--- config.mk ---
export PLATFORM = sky130hd
export DESIGN_NAME = fetch_flat
export DESIGN_NICKNAME = d
export VERILOG_FILES = /design/src/rtl/core_pkg.sv /design/src/rtl/fetch_if.sv /design/src/rtl/fetch.sv /design/src/flat_wrapper.sv
export SDC_FILE = /design/constraint.sdc
export NUM_CORES = 1
export LEC_CHECK = 0
export CAP_MARGIN = 5
export CORE_MARGIN = 2
export CORE_UTILIZATION = 50
export DETAILED_ROUTE_END_ITERATION = 12
export PLACE_DENSITY = 0.81
export SLEW_MARGIN = 20
export SYNTH_ARGS = -nofsm -noshare
export SYNTH_HDL_FRONTEND = slang
export SYNTH_SLANG_ARGS = --single-unit
--- constraint.sdc ---
create_clock -name clk -period 3 [get_ports clk]
set_clock_uncertainty 0.15 [all_clocks]
set_input_delay 0.45 -clock clk [delete_from_list [all_inputs] [get_ports clk]]
set_output_delay 0.45 -clock clk [all_outputs]
set_load 0.02 [all_outputs]
--- src/rtl/core_pkg.sv ---
// core_pkg: definitions shared by the fetch, decode and execute stages of the
// multi-cycle core.
//   PC_W_DEF      default PC / instruction-memory word-address width
//   INSTR_W       instruction word width
//   fetch_state_e fetch stage FSM encoding
package core_pkg;

  localparam int PC_W_DEF = 15;
  localparam int INSTR_W  = 32;

  typedef enum logic [1:0] {
    IDLE = 2'd0,
    REQ  = 2'd1,
    WAIT = 2'd2
  } fetch_state_e;

endpackage

--- src/rtl/fetch_if.sv ---
// fetch_if: instruction-memory read bus between the fetch stage and the
// instruction BRAM.
//   en     read strobe, one cycle per request (fetch -> memory)
//   addr   word address of the read (fetch -> memory)
//   rdata  read data, valid a fixed latency after en (memory -> fetch)
// Modports: master = fetch stage, slave = memory.
interface fetch_if #(
  parameter int PC_W = core_pkg::PC_W_DEF
);

  logic                         en;
  logic [PC_W-1:0]              addr;
  logic [core_pkg::INSTR_W-1:0] rdata;

  modport master (output en, output addr, input rdata);
  modport slave  (input en, input addr, output rdata);

endinterface

--- src/rtl/fetch.sv ---
// fetch: instruction-fetch stage. On an enable pulse in IDLE it reads one word
// from instruction memory at the current PC, presents it on command with a
// one-cycle done pulse, and advances the PC. A redirect reloads the PC and
// cancels any fetch in flight; the cancelled fetch is replaced automatically
// by a fetch from the new PC.
// Ports:
//   clk, rstn    clock, synchronous active-low reset
//   enable       start-fetch pulse, honoured only when idle
//   done         one-cycle pulse, command/pc_out valid from this cycle
//   busy         high whenever the FSM is not idle
//   command      last fetched instruction
//   pc_out       word address of command
//   redirect     PC-load pulse; redirect_pc is the new PC
//   imem         instruction-memory read bus (master side)
module fetch
  import core_pkg::*;
#(
  parameter int              PC_W     = PC_W_DEF,
  parameter int              MEM_LAT  = 2,
  parameter logic [PC_W-1:0] RESET_PC = '0
) (
  input  logic               clk,
  input  logic               rstn,
  input  logic               enable,
  output logic               done,
  output logic               busy,
  output logic [INSTR_W-1:0] command,
  output logic [PC_W-1:0]    pc_out,
  input  logic               redirect,
  input  logic [PC_W-1:0]    redirect_pc,
  fetch_if.master            imem
);

  localparam logic [1:0] ST_IDLE = 2'(IDLE);
  localparam logic [1:0] ST_REQ  = 2'(REQ);
  localparam logic [1:0] ST_WAIT = 2'(WAIT);

  logic [1:0]         state_q, state_d;
  logic [PC_W-1:0]    pc_q, pc_d;
  logic               kill_q, kill_d;
  logic [2:0]         cnt_q, cnt_d;
  logic               done_q, done_d;
  logic [INSTR_W-1:0] command_q, command_d;
  logic [PC_W-1:0]    pc_out_q, pc_out_d;
  logic               imem_en_q, imem_en_d;
  logic [PC_W-1:0]    imem_addr_q, imem_addr_d;

  // Redirect has priority over the current PC wherever a new request is
  // launched, so a redirect in the same cycle as the launch is fetched at once.
  logic [PC_W-1:0] next_pc;
  assign next_pc = redirect ? redirect_pc : pc_q;

  always_comb begin
    state_d     = state_q;
    pc_d        = pc_q;
    kill_d      = kill_q;
    cnt_d       = cnt_q;
    done_d      = 1'b0;
    command_d   = command_q;
    pc_out_d    = pc_out_q;
    imem_en_d   = 1'b0;
    imem_addr_d = imem_addr_q;

    case (state_q)
      ST_IDLE: begin
        pc_d = next_pc;
        if (enable) begin
          state_d     = ST_REQ;
          imem_en_d   = 1'b1;
          imem_addr_d = next_pc;
        end
      end

      ST_REQ: begin
        state_d = ST_WAIT;
        cnt_d   = 3'(MEM_LAT);
        if (redirect) begin
          pc_d   = redirect_pc;
          kill_d = 1'b1;
        end
      end

      ST_WAIT: begin
        cnt_d = cnt_q - 3'd1;
        if (redirect) begin
          pc_d   = redirect_pc;
          kill_d = 1'b1;
        end
        // cnt_q == 1 marks the edge on which memory data is valid. A redirect
        // arriving on that same edge also cancels the returning word.
        if (cnt_q == 3'd1) begin
          if (kill_q || redirect) begin
            kill_d      = 1'b0;
            state_d     = ST_REQ;
            imem_en_d   = 1'b1;
            imem_addr_d = next_pc;
          end else begin
            command_d = imem.rdata;
            pc_out_d  = pc_q;
            pc_d      = pc_q + PC_W'(1);
            done_d    = 1'b1;
            state_d   = ST_IDLE;
          end
        end
      end

      default: state_d = ST_IDLE;
    endcase
  end

  always_ff @(posedge clk) begin
    if (!rstn) begin
      state_q     <= ST_IDLE;
      pc_q        <= RESET_PC;
      kill_q      <= 1'b0;
      cnt_q       <= 3'd0;
      done_q      <= 1'b0;
      command_q   <= '0;
      pc_out_q    <= '0;
      imem_en_q   <= 1'b0;
      imem_addr_q <= '0;
    end else begin
      state_q     <= state_d;
      pc_q        <= pc_d;
      kill_q      <= kill_d;
      cnt_q       <= cnt_d;
      done_q      <= done_d;
      command_q   <= command_d;
      pc_out_q    <= pc_out_d;
      imem_en_q   <= imem_en_d;
      imem_addr_q <= imem_addr_d;
    end
  end

  assign done      = done_q;
  assign busy      = (state_q != ST_IDLE);
  assign command   = command_q;
  assign pc_out    = pc_out_q;
  assign imem.en   = imem_en_q;
  assign imem.addr = imem_addr_q;

endmodule

--- src/flat_wrapper.sv ---
// flat-port wrapper written by rule: the top's interface ports become plain ports
module fetch_flat import core_pkg::*;
#(
  parameter int              PC_W     = PC_W_DEF,
  parameter int              MEM_LAT  = 2,
  parameter logic [PC_W-1:0] RESET_PC = '0
)
  (clk, rstn, enable, done, busy, command, pc_out, redirect, redirect_pc, imem_en, imem_addr, imem_rdata);
  fetch_if #(.PC_W(PC_W)) imem_i ();
  input  logic clk;
  input  logic rstn;
  input  logic enable;
  output logic done;
  output logic busy;
  output logic [INSTR_W-1:0] command;
  output logic [PC_W-1:0] pc_out;
  input  logic redirect;
  input  logic [PC_W-1:0] redirect_pc;
  output wire logic [$bits(imem_i.en)-1:0] imem_en;
  output wire logic [$bits(imem_i.addr)-1:0] imem_addr;
  input wire logic [$bits(imem_i.rdata)-1:0] imem_rdata;
  assign imem_en = imem_i.en;
  assign imem_addr = imem_i.addr;
  assign imem_i.rdata = imem_rdata;
  fetch #(.PC_W(PC_W), .MEM_LAT(MEM_LAT), .RESET_PC(RESET_PC)) u_core (.clk(clk), .rstn(rstn), .enable(enable), .done(done), .busy(busy), .command(command), .pc_out(pc_out), .redirect(redirect), .redirect_pc(redirect_pc), .imem(imem_i));
endmodule
==> summary.txt <==
Run status
  – Status: finished clean

Setup path
  – CP top delay family: buffers and inverters
  – Required @ worst endpoint: 2.40 ns
  – CP endpoint kind: output pin
  – Worst-path cell chain: inv_1 > ha_1 > inv_1 > clkdlybuf4s50_1
  – Worst path depth: 4
  – Worst Path Arrival: 1.80 ns
  – Critical path buffers and inverters: 3
  – CP startpoint kind: register
  – Critical Path Max Stage Delay: 0.60 ns
  – Most frequent cell on the critical path: inv_1
  – Slowest-stage cell, CP: clkdlybuf4s50_1
  – Worst Path Class, Setup: register to output pin
  – Cells on worst reg2reg path: 7
  – CP Max Fanout: 5

Clocking
  – CTS tree: built
  – Post-CTS Setup Bufs: 0
  – CTS H-tree depth: 3
  – CTS sink cnt: 85
  – Clk slew on worst S/H paths: 0.08 ns
  – Clock Path Buffers: 2
  – Root buffer cell: clkbuf_8
  – CTS Hold Bufs: 0
  – Post-cts gate resize count: 0
  – CTS Buf Count: 9
  – Latest clock arrival within the worst-skew pair: between 0.3 and 0.4 ns

Timing
  – Total Neg Setup Slack: 0 ns
  – Pins Over Slew Limit: 0
  – Slew HR: 58.3%
  – Final period utilization: 79.8%
  – Slew @ Worst Pin: about 0.62 ns
  – Post-route setup slack: 0.605 ns
  – Period minus WS final: 2.40 ns
  – RSZ-0062 raised after global routing: false
  – Final Hold Fails: 0
  – Highest clock rate: between 400 and 500 MHz
  – Count of final setup violators: 0

Route
  – DR vias: 3580
  – 1st-pass router iterations: 4
  – Vias per cell: 5.42
  – Post-route ant nets: 0
  – Total wire length: 10.0 mm
  – Detailed Route Iter0 Violations: 320
  – Wire per inst: 15.2 um
  – DR DRC count: 0

Placement
  – Post-DP HPWL: about 7 mm
  – IO Port Bufs: 115
  – Setup Slack @ Placement: 0.736 ns
  – Placer Congestion: 0.921

Logic synthesis
  – Flops & latches, synth: 85
  – Synthesized Nets: 511
  – Synth warnings: 0
  – Cell area after synthesis: approximately 3700 sq um
  – Area leader, netlist: dfxtp_1
  – Ranking of synthesized cells by area: dfxtp_1 46%, nand2_1 11%, a21oi_1 8.2%
  – Top_reg_cell synth: dfxtp_1
  – Register area share after synthesis: 46.0%
  – EDFF count, synth: 0
  – Share of flip-flops with an asynchronous set or reset: 0%
  – Synthesized instance count: 452
  – Yosys cell types: 43
  – Mean Syn Cell Area: 8.19 sq um
  – Yosys top cell area share: a little under half

Die
  – Chip width: 90.0 um
  – Die ar.: 8110 sq um
  – Row cnt: 31
  – Chip height: 90.0 um
  – Num ports: around 120
  – Core Footprint: 7210 sq um
  – Initial Utilization: 51.3%

Job
  – Max-cap viol count: 0

Cells and area
  – N_diodes: 0
  – Nets: 615
  – FF/Latch Area: about 1700 sq um
  – Footprint of the multi-input gates: 1810 sq um
  – Layout cells sized above 1: roughly 7.3%
  – Most common cell after layout, fill and taps aside: clkdlybuf4s50_1
  – Fillers: 570
  – Layout area overhead: 41.2%
  – Most frequent cells in the layout: 115 x clkdlybuf4s50_1, 111 x nand2_1, 85 x dfxtp_1

Power and ir drop
  – Max VDD drop: roughly 0.34 mV
  – LEAKAGE: between 1.5 and 2 nW
  – Power per cell area: 679 nW/um^2
  – Tot Pwr: 3.55 mW

Worst hold path
  – Worst Hold Class: register to register
  – Hold path cells: 2

Global route
  – Largest net degree at the start of global routing: 53
  – Total track usage: 25.2%
  – Vias in the first global route: 3496
  – Global route overflow: 0
  – Antenna violations before repair: 0
  – First-pass GRT wire length: 16.8 mm
## cells in the mapped netlist, types with 3 or more instances
| library cell | count |
|---|---|
| o22ai_1 | 4 |
| o221a_2 | 4 |
| ha_1 | 8 |
| clkbuf_1 | 14 |
| o21a_1 | 3 |
| nor2_1 | 25 |
| o211ai_1 | 3 |
| nand2b_1 | 4 |
| nand2_1 | 111 |
| o21ai_0 | 7 |
| or4_1 | 3 |
| a311oi_1 | 4 |
| and4_1 | 3 |
| dfxtp_1 | 85 |
| nand4_1 | 6 |
| a21oi_1 | 61 |
| buf_2 | 19 |
| inv_1 | 11 |
| mux2i_1 | 20 |
| a211oi_1 | 15 |
| nand3_1 | 11 |
## kinds of logic after synthesis
kind of cell / Yosys count / synth area share [%]
and+or+nand+nor: 180 / 21.8
AOI/OAI and AO/OA: 112 / 18.7
DFF: 85 / 46.0
buffers and inverters: 47 / 5.41
muxes: 20 / 5.41
adders and majority gates: 8 / 2.70
## per-layer routing
layer  track usage (%)  share of wire [%]  vias to the layer above
met5                 0                  0                        -
met1              32.2                 43                     1662
met3              4.19                6.6                       20
met4              11.4                2.2                        0
li1                  -                  -                     1777
met2              41.7                 48                      121
## layout make-up
cell class              instances  share of cell area [%]
flip-flops and latches         85                    32.6
multi-input cells             320                    34.6
clock buffers                  10                    2.44
repair buffers                128                    24.1
inverters                      12                   0.862
clock inverters                 6                    3.04
well taps                      99                    2.37
## state kept, by name (all words and copies together), names as in the netlist
register	flops
u_core.command	32
u_core.imem.addr	15
u_core.pc_out	15
u_core.pc_q	15
u_core.cnt_q	3
u_core.state_q	2
u_core.done	1
u_core.imem.en	1
u_core.kill_q	1
## per-stage QoR
stage,cell area [sq um],cells,hold slack [ns],util [%]
4_1_cts,5230,660,0.308,72.4
6_report,5230,660,0.305,72.4
5_1_grt,5230,660,0.322,72.4
3_5_place_dp,4940,644,0.296,68.5
2_1_floorplan,3700,452,0.317,-
3_3_place_gp,4940,644,0.291,68.5
## power breakdown
| part | switching, mW | internal [mW] |
|---|---|---|
| combinational | 0.539 | 0.478 |
| sequential | 0.119 | 1.28 |
| clock | 0.407 | 0.723 |
## path summary, 6_finish.rpt
check / startpoint / to / slack [ns]
hold / removal: u_core.command[3]$_SDFFE_PN0P_ / u_core.command[3]$_SDFFE_PN0P_ / 0.31
hold reg to reg: u_core.command[3]$_SDFFE_PN0P_ / u_core.command[3]$_SDFFE_PN0P_ / 0.31
setup / recovery: u_core.state_q[0]$_SDFFE_PN0P_ / busy / 0.60
setup reg to reg: u_core.state_q[0]$_SDFFE_PN0P_ / u_core.pc_q[9]$_SDFFE_PN0P_ / 0.73
## worst register-to-register path: cells and delay by family, from the launching register on
| family | cells | cell delay [ns] |
|---|---|---|
| AO/OA/AOI/OAI | 2 | 0.47 |
| buffers and inverters | 2 | 0.31 |
| AND/OR/NAND/NOR | 2 | 0.55 |
| flip-flops | 1 | 0.42 |
| adder cells (fa/ha/maj) | 1 | 0.32 |
Power figures use the tool's default switching activity.
